$ cat src/rtl/apb_reg_responder_pkg.sv
// apb_reg_responder shared types and bus widths.
// Optional wait states: define APB_REG_RESPONDER_WAIT_EN.
package apb_reg_responder_pkg;

  localparam int APB_ADDR_W = 32;
  localparam int APB_DATA_W = 32;
  localparam int APB_STRB_W = 4;
  localparam int WAIT_W     = 4;

  typedef enum logic {
    IDLE,
    ACCESS
  } state_e;

endpackage

$ cat src/rtl/apb_reg_bank.sv
// Register bank: NREGS byte-strobed 32-bit registers,
// one write port and one combinational read port.
module apb_reg_bank
  import apb_reg_responder_pkg::*;
#(
  parameter  int NREGS = 8,
  localparam int IDX_W = (NREGS > 1) ? $clog2(NREGS) : 1
) (
  input  logic                        clk_i,
  input  logic                        rst_ni,
  input  logic                        we_i,
  input  logic [IDX_W-1:0]            wr_idx_i,
  input  logic [APB_STRB_W-1:0]       strb_i,
  input  logic [APB_DATA_W-1:0]       wdata_i,
  input  logic [IDX_W-1:0]            rd_idx_i,
  output logic [APB_DATA_W-1:0]       rdata_o,
  output logic [APB_DATA_W*NREGS-1:0] regs_o
);

  logic [APB_DATA_W-1:0] regs_q [NREGS];

  // Byte-lane writes into the selected register.
  always_ff @(posedge clk_i or negedge rst_ni) begin
    if (!rst_ni) begin
      for (int k = 0; k < NREGS; k++) begin
        regs_q[k] <= '0;
      end
    end else if (we_i) begin
      for (int k = 0; k < NREGS; k++) begin
        for (int b = 0; b < APB_STRB_W; b++) begin
          if (wr_idx_i == IDX_W'(k) && strb_i[b]) begin
            regs_q[k][8*b +: 8] <= wdata_i[8*b +: 8];
          end
        end
      end
    end
  end

  // Read mux; an index past NREGS reads as zero.
  always_comb begin
    rdata_o = '0;
    for (int k = 0; k < NREGS; k++) begin
      if (rd_idx_i == IDX_W'(k)) begin
        rdata_o = regs_q[k];
      end
    end
  end

  for (genvar g = 0; g < NREGS; g++) begin : g_flat
    assign regs_o[APB_DATA_W*g +: APB_DATA_W] = regs_q[g];
  end

endmodule

$ cat src/rtl/apb_reg_responder.sv
// APB completer over a register bank with decode errors.
// Wait states enabled by APB_REG_RESPONDER_WAIT_EN.
module apb_reg_responder
  import apb_reg_responder_pkg::*;
#(
  parameter int               NREGS       = 8,
  parameter logic [31:0]      BASE_ADDR   = 32'h0000_0000,
  parameter int               WAIT_CYCLES = 2
) (
  input  logic                        apb_clk_i,
  input  logic                        apb_resetn_i,
  input  logic [APB_ADDR_W-1:0]       apb_addr_i,
  input  logic                        apb_sel_i,
  input  logic                        apb_enable_i,
  input  logic                        apb_write_i,
  input  logic [APB_STRB_W-1:0]       apb_strb_i,
  input  logic [2:0]                  apb_prot_i,
  input  logic [APB_DATA_W-1:0]       apb_wdata_i,
  output logic                        apb_ready_o,
  output logic [APB_DATA_W-1:0]       apb_rdata_o,
  output logic                        apb_slverr_o,
  output logic [APB_DATA_W*NREGS-1:0] regs_o
);

  localparam int IDX_W = (NREGS > 1) ? $clog2(NREGS) : 1;
  localparam logic [APB_ADDR_W-1:0] SPAN =
    APB_ADDR_W'(4 * NREGS);

  state_e                 state_q, state_d;
  logic [IDX_W-1:0]       idx_q, idx_d;
  logic                   err_q, err_d;
  logic                   wr_q, wr_d;
  logic [APB_DATA_W-1:0]  rdata_q, rdata_d;
  logic [APB_ADDR_W-1:0]  off;
  logic [IDX_W-1:0]       idx_dec;
  logic                   err_dec;
  logic [APB_DATA_W-1:0]  bank_rdata;
  logic                   setup, access_ph;
  logic                   load, clr, we;
  logic                   unused_prot;

`ifdef APB_REG_RESPONDER_WAIT_EN
  logic [WAIT_W-1:0]      cnt_q, cnt_d;
  logic                   dec;
  assign apb_ready_o = (cnt_q == '0);
`else
  assign apb_ready_o = 1'b1;
`endif

  assign unused_prot = ^apb_prot_i;

  assign off     = apb_addr_i - BASE_ADDR;
  assign idx_dec = off[IDX_W+1:2];
  assign err_dec = (apb_addr_i < BASE_ADDR) ||
                   (off >= SPAN) ||
                   (apb_addr_i[1:0] != 2'b00);

  assign setup     = apb_sel_i & ~apb_enable_i;
  assign access_ph = apb_sel_i & apb_enable_i;

  assign we = (state_q == ACCESS) && access_ph &&
              apb_ready_o && wr_q && !err_q;

  assign apb_rdata_o  = rdata_q;
  assign apb_slverr_o = access_ph & apb_ready_o & err_q;

  apb_reg_bank #(
    .NREGS (NREGS)
  ) u_bank (
    .clk_i    (apb_clk_i),
    .rst_ni   (apb_resetn_i),
    .we_i     (we),
    .wr_idx_i (idx_q),
    .strb_i   (apb_strb_i),
    .wdata_i  (apb_wdata_i),
    .rd_idx_i (idx_dec),
    .rdata_o  (bank_rdata),
    .regs_o   (regs_o)
  );

  // State and latched transfer attributes.
  always_ff @(posedge apb_clk_i or negedge apb_resetn_i) begin
    if (!apb_resetn_i) begin
      state_q <= IDLE;
      idx_q   <= '0;
      err_q   <= 1'b0;
      wr_q    <= 1'b0;
      rdata_q <= '0;
`ifdef APB_REG_RESPONDER_WAIT_EN
      cnt_q   <= '0;
`endif
    end else begin
      state_q <= state_d;
      idx_q   <= idx_d;
      err_q   <= err_d;
      wr_q    <= wr_d;
      rdata_q <= rdata_d;
`ifdef APB_REG_RESPONDER_WAIT_EN
      cnt_q   <= cnt_d;
`endif
    end
  end

  // Next state: latch on setup, clear on completion or abort.
  always_comb begin
    load    = 1'b0;
    clr     = 1'b0;
    state_d = state_q;
    idx_d   = idx_q;
    err_d   = err_q;
    wr_d    = wr_q;
    rdata_d = rdata_q;
`ifdef APB_REG_RESPONDER_WAIT_EN
    dec     = 1'b0;
    cnt_d   = cnt_q;
`endif
    unique case (state_q)
      IDLE: begin
        if (setup) load = 1'b1;
      end
      ACCESS: begin
        unique case (1'b1)
          !apb_sel_i:               clr  = 1'b1;
          setup:                    load = 1'b1;
          access_ph && apb_ready_o: clr  = 1'b1;
          default: begin
`ifdef APB_REG_RESPONDER_WAIT_EN
            dec = 1'b1;
`endif
          end
        endcase
      end
      default: clr = 1'b1;
    endcase
    if (load) begin
      state_d = ACCESS;
      idx_d   = idx_dec;
      err_d   = err_dec;
      wr_d    = apb_write_i;
      rdata_d = (apb_write_i || err_dec) ? '0 : bank_rdata;
`ifdef APB_REG_RESPONDER_WAIT_EN
      cnt_d   = WAIT_W'(WAIT_CYCLES);
`endif
    end
    if (clr) begin
      state_d = IDLE;
      err_d   = 1'b0;
      wr_d    = 1'b0;
      rdata_d = '0;
`ifdef APB_REG_RESPONDER_WAIT_EN
      cnt_d   = '0;
`endif
    end
`ifdef APB_REG_RESPONDER_WAIT_EN
    if (dec) cnt_d = cnt_q - 1'b1;
`endif
  end

endmodule

$ cat config.mk
export PLATFORM = sky130hd
export DESIGN_NAME = apb_reg_responder
export DESIGN_NICKNAME = d
export VERILOG_FILES = /design/src/rtl/apb_reg_responder_pkg.sv /design/src/rtl/apb_reg_bank.sv /design/src/rtl/apb_reg_responder.sv
export SDC_FILE = /design/constraint.sdc
export NUM_CORES = 1
export LEC_CHECK = 0
export CORE_ASPECT_RATIO = 1.4
export CORE_MARGIN = 2
export CORE_UTILIZATION = 52
export DETAILED_ROUTE_END_ITERATION = 7
export GPL_TIMING_DRIVEN = 0
export PLACE_DENSITY = 0.86
export SLEW_MARGIN = 20
export SYNTH_ARGS = -nofsm -noshare
export SYNTH_HDL_FRONTEND = slang
export SYNTH_SLANG_ARGS = --single-unit
export TNS_END_PERCENT = 30
$ cat constraint.sdc
create_clock -name apb_clk_i -period 3.8 [get_ports apb_clk_i]
set_input_delay 0.76 -clock apb_clk_i [delete_from_list [all_inputs] [get_ports apb_clk_i]]
set_output_delay 0.76 -clock apb_clk_i [all_outputs]
set_load 0.05 [all_outputs]
==> impl_results.md, run 1 <==
- Largest net degree at the start of global routing: 99
- Synthesis-stage register bit count: 294
- Worst-margin pin slew: 1.21 ns
- Initial core utilization: 52.9%
- Gate power share: 11.3%
- Setup CP Type: in -> out
- Post-Synth Simple-Gate Area: 5.10%
- RSZ-0062 raised after global routing: no
- Hpwl dp: 28,800 um
- Power, Total: 6.86 mW
- Status: finished clean
- Mapped Area: 0.0130 mm2
- CTS H-tree depth: 1
- VDD IR max: 0.397 mV
- # IOs: 366
- Clock Skews: 0.0173 ns
- Final Instance Count excl. Fillers: 1,593
- Slew headroom: 19.2%
- CTS buffer count: 28
- Initial antenna violation count: 2
- DIE AREA: 0.0263 mm2
- DR WL/cell: 26.0 um
- Hold Crit Class: in -> async
- DRT Pass-1 Iters: 5
- Clock share of power: 41.5%
- Post-Synth Adder-Cell Area: 0%
- Total grt overflow: 0
- Setup crit start kind: primary input
- Reg power frac: 47.2%
- Synth unique cells: 39
- P_int: 5.12 mW
- CTS Sinks: 294
- # port buffers: 359
- Warnings, synthesis: 0
- GPL Wtd Cong: 0.811
- Pleak: 8.30 nW
- CTS Root Cell: clkbuf_16
- Routed Antenna Nets: 0
- Largest family of logic cells by synthesized area: multiplexers
- # rows: 68
- Core ar.: 0.0246 mm2
- Max Cap Viol: 0
- CP max FO: 4
- Hold-fix buffers, CTS: 0
- TritonCTS clock tree: yes
- Syn Nets: 942
- Worst Setup End Kind: output pin
- Switching power of the nets: 1.73 mW
- Sequential area share after synthesis: 56.5%
- Tmin final: 3.07 ns
- Area added between synthesis and finish: 38.5%
- Die H: 191 um
- Synthesized instance count: 866
- DP Cell Count: 1,543
- Complex-gate fraction of the synthesized area: 3.80%
- Arrival time worst endpoint: 2.31 ns
- Sum Neg Setup Slack: 0 ns
- Layout cells sized above 1: 31.0%
- Setup-failing EPs final: 0
- Layout Utilization: 73.3%
- Final Hold Viols: 0
- Fmax: 326 MHz
- PwrDens: 381 mW/mm2
- Tot GR Track Use: 31.4%
- Clk buf depth: 3
- Clk_lat worst skew: 0.55 ns
- Number of cells upsized or downsized after cts: 0
- Postcts setup bufs: 0
- Crit share post-route: 80.7%
- Via count: 9,449
- Vias in the first global route: 9,826
- DIE WIDTH: 138 um
- Max-slew violations: 0
- # DRC: 0
- Via-per-instance ratio: 5.93
- Layout Nets: 1,334
- Drt total wl: 41,400 um
- DRT iter0 DRCs: 445
- Syn_area_per_cell: 15.0 um2
- Pre-CTS WS: 0.454 ns
- Post-synthesis mux area share: 33.1%
- Data required time of the critical path: 3.04 ns
- Sw Share: 25.3%
- Setup ws final: 0.733 ns
- Clk pin slew, worst setup/hold paths: 0.06 ns
- First-pass GRT wire length: 60,300 um
- Post-Synth XOR/XNOR Area: 0%
==> flip-flops by register name, indices dropped and copies added, names as in the netlist <==
signal         flops
u_bank.regs_o    256
apb_rdata_o       32
idx_q              3
err_q              1
state_q            1
wr_q               1
==> power groups by stage <==
stage / Combinational (mW) / Clock [mW] / Sequential, mW
final: 0.773 / 2.85 / 3.24
after global routing: 0.814 / 2.99 / 3.24
after CTS: 0.778 / 2.87 / 3.24
after detailed placement: 0.775 / 0 / 3.29
after global placement: 0.753 / 0 / 3.29
after floorplan: 0.207 / 0 / 3.47
==> final timing paths <==
path,slack (ns),cells after the start,from,end
setup / recovery,0.73,3,apb_sel_i,apb_slverr_o
setup reg to reg,1.39,4,err_q,u_bank.regs_o[157]
max in group asynchronous,2.58,3,apb_resetn_i,u_bank.regs_o[106]
min in group apb_clk_i,0.48,2,apb_rdata_o[24],apb_rdata_o[24]
hold reg to reg,0.48,2,apb_rdata_o[24],apb_rdata_o[24]
hold / removal,0.06,1,apb_resetn_i,u_bank.regs_o[27]
==> layout by cell type, fill, tap and decap left out, types with 2 or more instances in the layout <==
cell type	n
clkdlybuf4s50_1	358
clkinv_2	6
mux2_2	248
diode_2	2
nor2b_1	3
nand4_1	2
nor3_2	5
clkbuf_16	29
o211ai_1	8
clkbuf_1	28
a2bb2oi_1	9
o21ai_0	26
a32o_1	10
nor3b_1	5
or2_2	8
mux2_1	16
and3b_1	3
nand2_1	38
nand2b_1	4
mux2i_1	30
nor2_1	3
nand2_2	32
nor4_1	6
a21oi_1	3
buf_16	3
bufinv_16	2
o221ai_1	9
dfrtp_1	294
inv_1	8
buf_2	8
nor3_1	2
buf_1	3
clkbuf_8	7
mux4_2	46
and3_1	2
==> layout make-up <==
class                      count  area, um2
clock inverter                 8       90.1
multi-input combinational    527       5470
inverter                       9       33.8
timing repair buffer         362       3680
sequential                   294       7360
tap                          315        394
fill                        1659       6570
buffer                        36        149
antenna                        2       5.00
clock buffer                  40        837
==> Yosys cell counts <==
cell type	n	area share (%)
nor4b_1	1	0.067
nor2_1	3	0.087
buf_1	3	0.087
a2111oi_0	1	0.067
nand4b_1	1	0.067
o21ai_0	26	1.0
nand3_1	1	0.038
a211oi_1	1	0.058
o21a_1	1	0.058
nor2b_1	3	0.14
or3_1	1	0.048
clkbuf_1	24	0.69
nor3b_1	5	0.29
nand2_1	38	1.1
a2bb2oi_1	9	0.61
nand2_2	32	1.5
clkinv_1	1	0.029
mux2i_1	30	2.3
or2_2	8	0.38
nand2b_1	4	0.19
conb_1	1	0.029
nor3_2	5	0.38
dfrtp_1	294	57
inv_1	8	0.23
and3_1	2	0.096
buf_2	8	0.31
mux2_2	248	21
o221ai_1	9	0.61
a21oi_1	3	0.12
o31ai_1	1	0.058
nor3_1	2	0.077
buf_4	1	0.058
nor4_1	6	0.29
o211ai_1	8	0.46
nand4_1	2	0.096
a32o_1	10	0.77
mux4_2	46	8.0
and3b_1	3	0.20
mux2_1	16	1.4
==> cell families after synthesis <==
| group | count (synthesis) |
|---|---|
| flops | 294 |
| simple gates | 117 |
| mux | 340 |
| compound gates | 69 |
| other cells | 1 |
| buf+inv | 45 |
==> layer usage <==
metal / vias up / global-route usage, % / wire length (um)
met2: 402 / 53.4 / 21100
met5: - / 0 / 0
met3: 123 / 6.23 / 2880
met4: 0 / 16.0 / 2290
li1: 4019 / - / -
met1: 4905 / 37.6 / 15100
==> critical path: stages <==
cell	delay, ns
clkdlybuf4s50_1	0.55
and3_1	0.19
clkdlybuf4s50_1	0.80
==> metrics by stage <==
step	instance area, um2	hold slack (ns)
6_report	18000	0.0609
3_5_place_dp	17100	0.471
3_3_place_gp	17000	0.463
4_1_cts	18000	0.0608
2_1_floorplan	13000	0.464
5_1_grt	18000	0.0687
Power figures use the tool's default switching activity.
==> run 2, diff against run 1 <==
--- a/config.mk
+++ b/config.mk
@@ -7,10 +7,10 @@
 export LEC_CHECK = 0
 export CORE_ASPECT_RATIO = 1.4
 export CORE_MARGIN = 2
-export CORE_UTILIZATION = 52
+export CORE_UTILIZATION = 48
 export DETAILED_ROUTE_END_ITERATION = 7
 export GPL_TIMING_DRIVEN = 0
-export PLACE_DENSITY = 0.86
+export PLACE_DENSITY = 0.8
 export SLEW_MARGIN = 20
 export SYNTH_ARGS = -nofsm -noshare
 export SYNTH_HDL_FRONTEND = slang
==> constraint.sdc (replaced) <==
create_clock -name apb_clk_i -period 3.1 [get_ports apb_clk_i]
set_input_delay 0.62 -clock apb_clk_i [delete_from_list [all_inputs] [get_ports apb_clk_i]]
set_output_delay 0.62 -clock apb_clk_i [all_outputs]
set_load 0.05 [all_outputs]
==> run 2 against run 1 <==
Effect of this change:
- highest routed layer is now met5
- critical endpoint unchanged
- clock skew decreased by 0.0063 ns
- cell area increased by 0.58%
- flip-flop and latch count stayed put
- non-clock buffer count increased by 1
==> impl_results.md, run 2 (synthesis gave the netlist of run 1 again) <==
- Status: finished clean
- Initial core utilization: 48.7%
- First-pass GRT wire length: 61,200 um
- Layout cells sized above 1: 31.2%
- DIE AREA: 0.0285 mm2
- Fill count: 1,915
- DR WL/cell: 25.5 um
- CP max FO: 4
- Largest register FFs: 256
- GPL Wtd Cong: 0.819
- Via-per-instance ratio: 5.66
- Fmax: 356 MHz
- Max-slew violations: 0
- Most frequent cells in the layout: 358 x clkdlybuf4s50_1, 294 x dfrtp_1, 248 x mux2_2, 46 x mux4_2, 38 x nand2_1
- Routed Antenna Nets: 0
- Clk pin slew, worst setup/hold paths: 0.07 ns
- Die H: 199 um
- DRT Pass-1 Iters: 5
- Number of cells upsized or downsized after cts: 0
- Data required time of the critical path: 2.48 ns
- Clk buf depth: 3
- RSZ-0062 raised after global routing: no
- Hpwl dp: 29,200 um
- # DRC: 0
- Crit share post-route: 90.5%
- DRT iter0 DRCs: 348
- DIE WIDTH: 143 um
- Vias in the first global route: 9,853
- # rows: 71
- Commonest non-fill, non-tap cell in the layout: clkdlybuf4s50_1
- Sum Neg Setup Slack: 0 ns
- Clk_lat worst skew: 0.55 ns
- Layout Nets: 1,336
- Area added between synthesis and finish: 39.3%
- Final hold slack: 0.480 ns
- Pre-CTS WS: -0.0518 ns
- Max Cap Viol: 0
- Worst Setup End Kind: output pin
- CTS buffer count: 29
- Setup crit start kind: primary input
- Arrival time worst endpoint: 2.19 ns
- Drt total wl: 42,000 um
- TritonCTS clock tree: yes
- Core ar.: 0.0267 mm2
- Hold Crit Class: reg -> reg
- Tmin final: 2.81 ns
- Design area: 0.0181 mm2
- CTS Sinks: 294
- Largest net degree at the start of global routing: 99
- Total grt overflow: 0
- Final Hold Viols: 0
- ANT cells: 0
- Pleak: 8.32 nW
- CTS Root Cell: clkbuf_16
- Cell area after placement: 0.0171 mm2
- PwrDens: 470 mW/mm2
- Clock Skews: 0.0110 ns
- # IOs: 366
- Tot GR Track Use: 29.4%
- Initial antenna violation count: 2
- Via count: 9,313
- Setup ws final: 0.293 ns
- VDD IR max: 0.473 mV
- Worst-margin pin slew: 1.15 ns
- Slew headroom: 23.5%
- CTS H-tree depth: 1
- Setup-failing EPs final: 0
- # port buffers: 359
- Layout Utilization: 67.8%
- Setup CP Type: in -> out
## run 2: repair_timing
item,4_1_cts,5_1_grt
hold buffers,1,0
endpoints found under the hold margin,29,0
endpoints found under the setup margin,0,0
setup buffers,0,0
## run 2: per-stage QoR
step | total power [mW] | cells
CTS | 8.56 | 1644
global placement | 4.96 | 1590
floorplan | 4.51 | 866
finish | 8.51 | 1644
global route | 8.76 | 1644
detailed placement | 4.99 | 1593
## run 2: layout make-up
class | instances | area (um2) | area share, %
Buffer | 36 | 150 | 0.828
Clock buffer | 42 | 865 | 4.77
Clock inverter | 8 | 98.8 | 0.545
Inverter | 9 | 33.8 | 0.186
Multi-Input combinational cell | 527 | 5470 | 30.2
Sequential cell | 294 | 7360 | 40.6
Tap cell | 365 | 457 | 2.52
Timing Repair Buffer | 363 | 3690 | 20.4
## run 2: worst paths after layout
path / from / to / slack (ns) / cells after the start
worst min register to register: apb_rdata_o[24] / apb_rdata_o[24] / 0.48 / 2
worst max-delay path: apb_sel_i / apb_slverr_o / 0.29 / 3
min in group asynchronous: apb_resetn_i / u_bank.regs_o[90] / 0.53 / 2
worst max register to register: idx_q[2] / u_bank.regs_o[159] / 0.67 / 4
worst min-delay path: apb_rdata_o[24] / apb_rdata_o[24] / 0.48 / 2
max in group asynchronous: apb_resetn_i / u_bank.regs_o[11] / 1.43 / 4
## run 2: critical path, stage by stage
cell	delay, ns
clkdlybuf4s50_1	0.55
and3_1	0.20
clkdlybuf4s50_1	0.81
## run 2: per-layer routing
layer	routed length, um	vias to the layer above	global-route usage (%)
li1	-	4012	-
met1	15600	4833	35.2
met3	2510	101	4.57
met2	21900	363	52.2
met4	1920	4	12.8
met5	27	-	0
## run 2: power by group
| part | internal [mW] | switching, mW |
|---|---|---|
| Sequential | 3.91 | 0.0550 |
| Combinational | 0.345 | 0.606 |
| Clock | 2.09 | 1.50 |
